### config.mk
export PLATFORM = sky130hd
export DESIGN_NAME = alu_pipe
export DESIGN_NICKNAME = d
export VERILOG_FILES = /design/src/rtl/alu_pkg.sv /design/src/rtl/alu_comb_core.sv /design/src/rtl/alu_pipe.sv
export SDC_FILE = /design/constraint.sdc
export NUM_CORES = 1
export LEC_CHECK = 0
export CORE_MARGIN = 2
export CORE_UTILIZATION = 56
export DETAILED_ROUTE_END_ITERATION = 8
export PLACE_DENSITY_LB_ADDON = 0.3
export RECOVER_POWER = 50
export SETUP_SLACK_MARGIN = 0.5
export SYNTH_ARGS = -nofsm -noshare
export SYNTH_HDL_FRONTEND = slang
export SYNTH_HIERARCHICAL = 1
export SYNTH_SLANG_ARGS = --single-unit
export TNS_END_PERCENT = 100
### constraint.sdc
create_clock -name Clk -period 3.5 [get_ports Clk]
set_clock_uncertainty 0.1 [all_clocks]
set_input_delay 0.7 -clock Clk [delete_from_list [all_inputs] [get_ports Clk]]
set_output_delay 0.7 -clock Clk [all_outputs]
set_load 0.03 [all_outputs]
### src/rtl/alu_pkg.sv
// Shared opcode/state types and helpers for the pipelined ALU.
package alu_pkg;

    localparam int OP_W = 4;

    typedef enum logic [OP_W-1:0] {
        OP_ADD   = 4'd0,
        OP_SUB   = 4'd1,
        OP_XOR   = 4'd2,
        OP_RXOR  = 4'd3,
        OP_CMPHI = 4'd4,
        OP_SHL   = 4'd5,
        OP_SHR   = 4'd6,
        OP_PASS  = 4'd7,
        OP_AND   = 4'd8,
        OP_OR    = 4'd9,
        OP_ASR   = 4'd10
    } op_t;

    typedef enum logic {
        IDLE  = 1'b0,
        SHIFT = 1'b1
    } state_t;

    function automatic logic is_shift(op_t op);
        return (op == OP_SHL) || (op == OP_SHR) || (op == OP_ASR);
    endfunction

endpackage

### src/rtl/alu_comb_core.sv
// Single-cycle ALU operations. Shift opcodes pass a through, which is exactly
// the result wanted for a zero-length shift.
module alu_comb_core
    import alu_pkg::*;
#(
    parameter int WIDTH    = 8,
    parameter int CMP_MSBS = 5
) (
    input  logic [OP_W-1:0]  op,
    input  logic [WIDTH-1:0] a,
    input  logic [WIDTH-1:0] b,
    output logic [WIDTH-1:0] res,
    output logic             carry
);

    logic [WIDTH:0] sum;
    logic [WIDTH:0] diff;
    logic           hi_eq;

    assign sum   = {1'b0, a} + {1'b0, b};
    assign diff  = {1'b0, a} - {1'b0, b};
    assign hi_eq = (a[WIDTH-1 -: CMP_MSBS] == b[WIDTH-1 -: CMP_MSBS]);

    always_comb begin
        res   = a;
        carry = 1'b0;
        case (op)
            OP_ADD: begin
                res   = sum[WIDTH-1:0];
                carry = sum[WIDTH];
            end
            OP_SUB: begin
                // No borrow out of the extended subtraction means a >= b.
                res   = diff[WIDTH-1:0];
                carry = ~diff[WIDTH];
            end
            OP_XOR:   res = a ^ b;
            OP_RXOR:  res = {{(WIDTH-1){1'b0}}, ^a};
            OP_CMPHI: res = {{(WIDTH-1){1'b0}}, hi_eq};
            OP_AND:   res = a & b;
            OP_OR:    res = a | b;
            default:  res = a;
        endcase
    end

endmodule

### src/rtl/alu_pipe.sv
// Registered ALU with valid/ready handshakes; shifts iterate one bit per cycle.
module alu_pipe
    import alu_pkg::*;
#(
    parameter int WIDTH    = 8,
    parameter int CMP_MSBS = 5
) (
    input  logic             Clk,
    input  logic             Reset,
    input  logic             in_valid,
    output logic             in_ready,
    input  logic [OP_W-1:0]  op,
    input  logic [WIDTH-1:0] a,
    input  logic [WIDTH-1:0] b,
    output logic             out_valid,
    input  logic             out_ready,
    output logic [WIDTH-1:0] result,
    output logic             zero,
    output logic             carry,
    output logic             busy
);

    localparam int               CNT_W   = $clog2(WIDTH + 1);
    localparam logic [WIDTH-1:0] WIDTH_B = WIDTH[WIDTH-1:0];
    localparam logic [CNT_W-1:0] K_MAX   = WIDTH[CNT_W-1:0];

    state_t            state_reg, state_next;
    logic [CNT_W-1:0]  cnt_reg;
    logic [WIDTH-1:0]  sh_reg;
    logic [OP_W-1:0]   sh_op_reg;
    logic [WIDTH-1:0]  result_reg;
    logic              zero_reg;
    logic              carry_reg;
    logic              out_valid_reg;

    logic [WIDTH-1:0]  core_res;
    logic              core_carry;
    logic [CNT_W-1:0]  k;
    logic              accept;
    logic              xfer;
    logic              shift_start;
    logic [WIDTH-1:0]  shl_next, shr_next, asr_next, sh_next;

    alu_comb_core #(
        .WIDTH    (WIDTH),
        .CMP_MSBS (CMP_MSBS)
    ) u_core (
        .op    (op),
        .a     (a),
        .b     (b),
        .res   (core_res),
        .carry (core_carry)
    );

    assign in_ready    = (state_reg == IDLE) && (!out_valid_reg || out_ready);
    assign accept      = in_valid && in_ready;
    assign xfer        = out_valid_reg && out_ready;
    assign k           = (b >= WIDTH_B) ? K_MAX : b[CNT_W-1:0];
    assign shift_start = is_shift(op_t'(op)) && (k != '0);

    // One-bit step of each shift flavour, built per bit position.
    for (genvar gi = 0; gi < WIDTH; gi++) begin : g_step
        if (gi == 0) begin : g_lsb
            assign shl_next[gi] = 1'b0;
            assign shr_next[gi] = sh_reg[gi+1];
            assign asr_next[gi] = sh_reg[gi+1];
        end else if (gi == WIDTH - 1) begin : g_msb
            assign shl_next[gi] = sh_reg[gi-1];
            assign shr_next[gi] = 1'b0;
            assign asr_next[gi] = sh_reg[gi];
        end else begin : g_mid
            assign shl_next[gi] = sh_reg[gi-1];
            assign shr_next[gi] = sh_reg[gi+1];
            assign asr_next[gi] = sh_reg[gi+1];
        end
    end

    always_comb begin
        sh_next = shr_next;
        case (sh_op_reg)
            OP_SHL:  sh_next = shl_next;
            OP_ASR:  sh_next = asr_next;
            default: sh_next = shr_next;
        endcase
    end

    always_comb begin
        state_next = state_reg;
        case (state_reg)
            IDLE:    if (accept && shift_start) state_next = SHIFT;
            SHIFT:   if (cnt_reg == CNT_W'(1)) state_next = IDLE;
            default: state_next = IDLE;
        endcase
    end

    always_ff @(posedge Clk) begin
        if (Reset) state_reg <= IDLE;
        else       state_reg <= state_next;
    end

    always_ff @(posedge Clk) begin
        if (Reset) begin
            cnt_reg       <= '0;
            sh_reg        <= '0;
            sh_op_reg     <= OP_ADD;
            result_reg    <= '0;
            zero_reg      <= 1'b0;
            carry_reg     <= 1'b0;
            out_valid_reg <= 1'b0;
        end else begin
            case (state_reg)
                IDLE: begin
                    if (accept && shift_start) begin
                        // Accept implies any held result is leaving this edge.
                        sh_reg        <= a;
                        cnt_reg       <= k;
                        sh_op_reg     <= op;
                        out_valid_reg <= 1'b0;
                    end else if (accept) begin
                        result_reg    <= core_res;
                        zero_reg      <= (core_res == '0);
                        carry_reg     <= core_carry;
                        out_valid_reg <= 1'b1;
                    end else if (xfer) begin
                        out_valid_reg <= 1'b0;
                    end
                end
                SHIFT: begin
                    sh_reg  <= sh_next;
                    cnt_reg <= cnt_reg - CNT_W'(1);
                    if (cnt_reg == CNT_W'(1)) begin
                        result_reg    <= sh_next;
                        zero_reg      <= (sh_next == '0);
                        carry_reg     <= 1'b0;
                        out_valid_reg <= 1'b1;
                    end
                end
                default: out_valid_reg <= 1'b0;
            endcase
        end
    end

    assign out_valid = out_valid_reg;
    assign result    = result_reg;
    assign zero      = zero_reg;
    assign carry     = carry_reg;
    assign busy      = (state_reg == SHIFT);

endmodule

## Word level (Yosys, flattened, before mapping)

Cells that the tools add are included.

- Flip-flop bits (word level): 28
- Bits of input ports: 24

- $add $sub $neg: 3
- $lt $le $gt $ge: 1
- Equal/unequal tests: 18
- Mux-type cells: 28
- Bitwise operators: 5
- Reductions and logical operators: 17

Operators with widths:

| kind | count |
|---|---|
| 8-bit case mux with 7 select lines | 1 |
| 8-bit case mux with 2 select lines | 3 |
| 8-bit 2-to-1 mux | 4 |
| 4-bit by 3-bit equality test with 1-bit output, second input constant | 4 |
| 4-bit equality test, second input constant | 4 |
| 8-bit zero test | 2 |
| 1-bit 2-to-1 mux | 12 |
| 1-bit case mux with 2 select lines | 5 |
| 8-bit by 8-bit adder with 9-bit output | 1 |
| 8-bit by 8-bit subtractor with 9-bit output | 1 |
| 8-bit AND | 1 |
| 4-bit by 1-bit equality test with 1-bit output, second input constant | 2 |
| 4-bit by 2-bit equality test with 1-bit output, second input constant | 2 |
| 8-bit by 4-bit >= comparator with 1-bit output, second input constant | 1 |
| 4-bit 2-to-1 mux | 2 |
| 8-bit OR | 1 |
| 4-bit case mux with 2 select lines | 1 |
| 8-bit XOR reduction | 1 |
| 8-bit bitwise XOR | 1 |
| 5-bit equality test | 1 |
| 1-bit logical AND | 5 |
| 4-bit zero test | 1 |
| 2-bit by 1-bit != test with 1-bit output, second input constant | 2 |
| 2-bit != test, second input constant | 2 |
| 8 further kinds | 12 |

## Longest topological paths before layout

- Depth in word-level cells: 7
- Gate-level depth with buffers: 12
- Mapped depth without buffers: 12

## Modules after synthesis

The synthesis kept the hierarchy.

Modules (own cells, without submodules):

| module | times used | cells an instance | area each (sq um) | seq. area each (sq um) |
|---|---|---|---|---|
| alu_pipe | 1 | 185 | 1492.7 | 560.5 |
| alu_comb_core | 1 | 199 | 1350.0 | 0.0 |

## Worst setup path before layout

OpenSTA, ideal clock, no wires.

- Kind: input to register
- Start: input a[0]
- End: register zero_reg (netlist: zero)
- Library setup time: 0.091 ns
- Arrival: 2.656 ns
- Data required time: 3.309 ns
- Path slack: 0.653 ns
- Cell stages on the path: 11
- Buffers on the path: 0
- Cell sequence: inv_1 -> ha_1 -> fa_1 -> o21bai_2 -> nor2b_1 -> nor2_1 -> a2111oi_0 -> nor2_1 -> nor3_1 -> nand3_1 -> a311oi_1

- Word-level cells in the longest chain between the ends: 6
- Elaborated cells on any way between the ends: 11
- Classes of those cells: add/sub (2); mux (4); bitwise (3); reduce/logical (2)

RTL lines:

| element | line | source |
|---|---|---|
| start: declaration | alu_pipe.sv:13 | `input logic [WIDTH-1:0] a,` |
| 8-bit by 8-bit subtractor with 9-bit output or 8-bit by 8-bit adder with 9-bit output (tied branches) | alu_comb_core.sv:21, alu_comb_core.sv:20 |  |
| 8-bit case mux with 7 select lines (*) | alu_comb_core.sv:27 | `case (op)` |
| named net core_res[4] | alu_pipe.sv:36 | `logic [WIDTH-1:0] core_res;` |
| 8-bit zero test (*) | alu_pipe.sv:121 | `zero_reg <= (core_res == '0);` |
| 1-bit 2-to-1 mux (*) | alu_pipe.sv:119 | `end else if (accept) begin` |
| 1-bit 2-to-1 mux (*) | alu_pipe.sv:113 | `if (accept && shift_start) begin` |
| 1-bit case mux with 2 select lines (*) | alu_pipe.sv:111 | `case (state_reg)` |
| end signal: assignment | alu_pipe.sv:121 |  |
| end signal: assignment | alu_pipe.sv:133 | `zero_reg <= (sh_next == '0);` |
| end: declaration | alu_pipe.sv:32 | `logic zero_reg;` |

The timed path passes the listed nets; every way through them passes the cells marked *. The select of a mux whose other input is x is not followed.
A chain may end at the register's enable or synchronous reset.

## Worst setup path after layout

- Start: input b[5]
- End: register result_reg[7] (netlist: result[7])

- Elaborated cells on any way between the ends: 13
- Classes of those cells: add/sub (2); order compare (1); eq/ne (1); mux (5); reduce/logical (4)

RTL lines:

| element | line | source |
|---|---|---|
| start: declaration | alu_pipe.sv:14 | `input logic [WIDTH-1:0] b,` |
| 8-bit by 8-bit subtractor with 9-bit output or 8-bit by 8-bit adder with 9-bit output (tied branches) | alu_comb_core.sv:21, alu_comb_core.sv:20 |  |
| 8-bit case mux with 7 select lines (*) | alu_comb_core.sv:27 |  |
| named net core_res[7] | alu_pipe.sv:36 |  |
| 8-bit 2-to-1 mux (*) | alu_pipe.sv:119 |  |
| 8-bit 2-to-1 mux (*) | alu_pipe.sv:113 |  |
| 8-bit case mux with 2 select lines (*) | alu_pipe.sv:111 |  |
| end signal: assignment | alu_pipe.sv:120 | `result_reg <= core_res;` |
| end signal: assignment | alu_pipe.sv:132 | `result_reg <= sh_next;` |
| end: declaration | alu_pipe.sv:31 | `logic [WIDTH-1:0] result_reg;` |

Marked as above.

==> flow_summary.toml <==
[outcome]
status = "finished, final reports clean"

[floorplan]
die_area_sq_um = 5660
num_rows = 25
io_pins = 37
die_h_um = 75.3
start_util = 0.590
core_area_sq_um = 4820
dieWidth_um = 75.3

[clock_network]
cts_tree = "yes"
cts_buffers = 3
cts-root-buf = "clkbuf_8"
cts_buffer_depth = 2
cts.sinks = 28
cts_hold_buf = 0
cts.clk_slew.worst_paths_ns = 0.10
clk_latency_ns = 0.29
cts_max_level = 1

[logic_synthesis]
synth_adder_area_share = 0.129
syn_area_sq_um = 2840
synthXorXnorAreaFrac = 0.0339
async_reset_ff_frac = 0
ys_warn_count = 6
syn_avg_cell_area_sq_um = 7.40
synth_compound_area_frac = 0.313
synthCells = 384
ys_seq_elements = 28
synth-simple-area-share = 0.258
synthDistinctLibCells = 62
ys.flop_type = "dfxtp_1"
synth_fp_nets = 436
yosysSeqAreaShare = 0.197
synth-edff-count = 0
synthMuxAreaShare = 0
synth_top_family_by_area = "compound AO/OA/AOI/OAI gates"

[timing]
report.final.slew_viol_count = 0
fin_crit_ns = 3.03
hold_viol_final = 0
tightest_slew_ns = 0.728
rsz0062_at_grt = "no"
setup_violations = 0
fin_crit_sh = 0.865
fmax_mhz = 330
setup_slack_ns = 0.473
relSlewSlack = 0.513

[route]
wire_per_inst_um = 18.9
drtPass1Iterations = 8
wirelength_um = 10000
ant_nets = 0
vias = 3469
drt_iter0_markers = 401
avgViaCountPerCell = 6.56
route.detailed.drc = 0

[grt]
gr-total-overflow = 0
antenna_found_initial = 0
grt.busiest_layer = "met2"
grt_usage = 0.358
met1_usage = 0.471
gr-usage-met3 = 0.0616
grt_pass1_vias = 3140
grt_pass1_wl_um = 15400
grt_max_degree = 37
grt_use_met2 = 0.591

[critical_path]
crit_path_start_kind = "primary input"
cp_top_family = "buffers and inverters"
criticalPathCategory = "in -> reg"
required_ns = 3.58
cp_cell_sequence = "dlygate4sd3_1, inv_1, ha_4, or3_1, o211ai_1, xnor2_1, nor2_1, o22a_1, buf_4, buf_4, o221ai_2, a21oi_1"
arrival_ns = 3.10
end_kind = "flop"
slowest_delay_ns = 0.55
cp_num_buf_inv = 4
crit_slowest_cell = "dlygate4sd3_1"
cpMostUsedCell = "buf_4"
path_max_fanout = 3

[place]
post-place-ws_ns = -0.176
hpwlAfterDp_um = 7370
routabilityCongestion = 0.984
dp_cells = 520
io_buffers = 36
place_area_sq_um = 3560

[hold_path]
hold_class = "reg -> reg"

[final_layout]
final_common_cell = "buf_4"
drive_gt1_frac = 0.210
layout.nets = 515
final_area_sq_um = 3850
num_antenna_cells = 0
multiInputGateArea_sq_um = 2270
final_cell_mix = "49 x buf_4, 39 x nor2_1, 39 x a21oi_1"
syn_to_final_growth_pct = 35.3
fin_cells = 529
fill_cells = 381
final-seq-area_sq_um = 561

[job]
cap_violations = 0

[power]
power.total_mw = 1.15
power.density_nw_per_um2 = 300
leakagePower_nw = 1.57
ir_drop_v = 0.000226
==> power by group <==
part / leakage (nW) / switching (mW) / internal [mW]
Sequential: 0.229 / 0.0207 / 0.346
Combinational: 1.30 / 0.287 / 0.238
Clock: 0.0357 / 0.108 / 0.153
Total: 1.57 / 0.416 / 0.737
==> cell type report <==
cell class / count / share of cell area
Multi-Input combinational cell: 313 / 0.589
Sequential cell: 28 / 0.146
Clock inverter: 1 / 0.00781
Inverter: 26 / 0.0254
Timing Repair Buffer: 91 / 0.199
Tap cell: 67 / 0.0218
Clock buffer: 3 / 0.0107
==> logic make-up after synthesis <==
logic type / count (synthesis)
buffers and inverters: 43
and+or+nand+nor: 146
xor gates and xnor gates: 11
AOI/OAI and AO/OA: 128
adders and majority gates: 28
DFF: 28
==> synthesized netlist by cell type, types with 2 or more instances <==
library cell / n / area share
nor2_1: 40 / 0.053
a2111oi_0: 4 / 0.012
o21ai_0: 11 / 0.019
a32oi_1: 2 / 0.0062
fa_1: 2 / 0.014
o221ai_1: 8 / 0.025
nand4bb_1: 2 / 0.0079
buf_6: 3 / 0.012
and3_1: 3 / 0.0066
o22ai_1: 2 / 0.0044
dfxtp_1: 28 / 0.20
o22a_1: 4 / 0.012
nor2_2: 2 / 0.0044
or3_1: 6 / 0.013
nand3b_1: 2 / 0.0053
a21oi_1: 40 / 0.070
ha_1: 26 / 0.11
o32ai_1: 2 / 0.0062
nor4_1: 4 / 0.0088
buf_2: 3 / 0.0053
a311oi_1: 3 / 0.0092
a211oi_1: 4 / 0.011
nand2b_1: 4 / 0.0088
or2_1: 4 / 0.0088
or4_1: 4 / 0.011
a21o_1: 4 / 0.011
o21a_1: 3 / 0.0079
inv_1: 24 / 0.032
o2111a_1: 5 / 0.020
nand3_1: 18 / 0.032
o21bai_1: 5 / 0.013
nor3_1: 9 / 0.016
o21ai_1: 8 / 0.014
nor2b_1: 4 / 0.0088
buf_4: 3 / 0.0079
xnor2_1: 11 / 0.034
a2bb2oi_1: 2 / 0.0062
a31oi_1: 5 / 0.011
nand2_1: 34 / 0.045
o211ai_1: 5 / 0.013
and2_1: 3 / 0.0066
clkbuf_1: 8 / 0.011
==> worst min-delay path, stage by stage (launching register included) <==
cell and delay, ns:
dfxtp_1 0.32, nand3_1 0.06, a21oi_1 0.05
==> stage by stage <==
stage                util  hold slack, ns  setup TNS, ns
detailed placement  0.739           0.361         -0.271
CTS                 0.784           0.377              0
global route        0.798           0.395              0
finish              0.798           0.371              0
floorplan               -           0.349              0
global placement    0.739           0.354         -0.117
==> metal layers <==
layer	wire length (um)	vias to the layer above
met4	445	0
met2	4550	270
met1	3950	1560
met5	0	-
li1	-	1580
met3	1050	59
==> path summary, 6_finish.rpt <==
kind              startpoint   endpoint  slack, ns  cells after the start
setup / recovery        b[5]  result[7]       0.47                     12
hold reg to reg    result[7]  result[7]       0.37                      2
setup reg to reg        busy  sh_reg[3]       1.18                      7
hold / removal     result[7]  result[7]       0.37                      2
==> what timing repair did <==
| action | in CTS | in global routing |
|---|---|---|
| buffers inserted | 5 | 0 |
| setup endpoints to repair | 5 | 5 |
| resized for setup | 40 | 16 |
| pin swaps | 13 | 3 |
No activity file was read; power rests on OpenSTA's default activity.
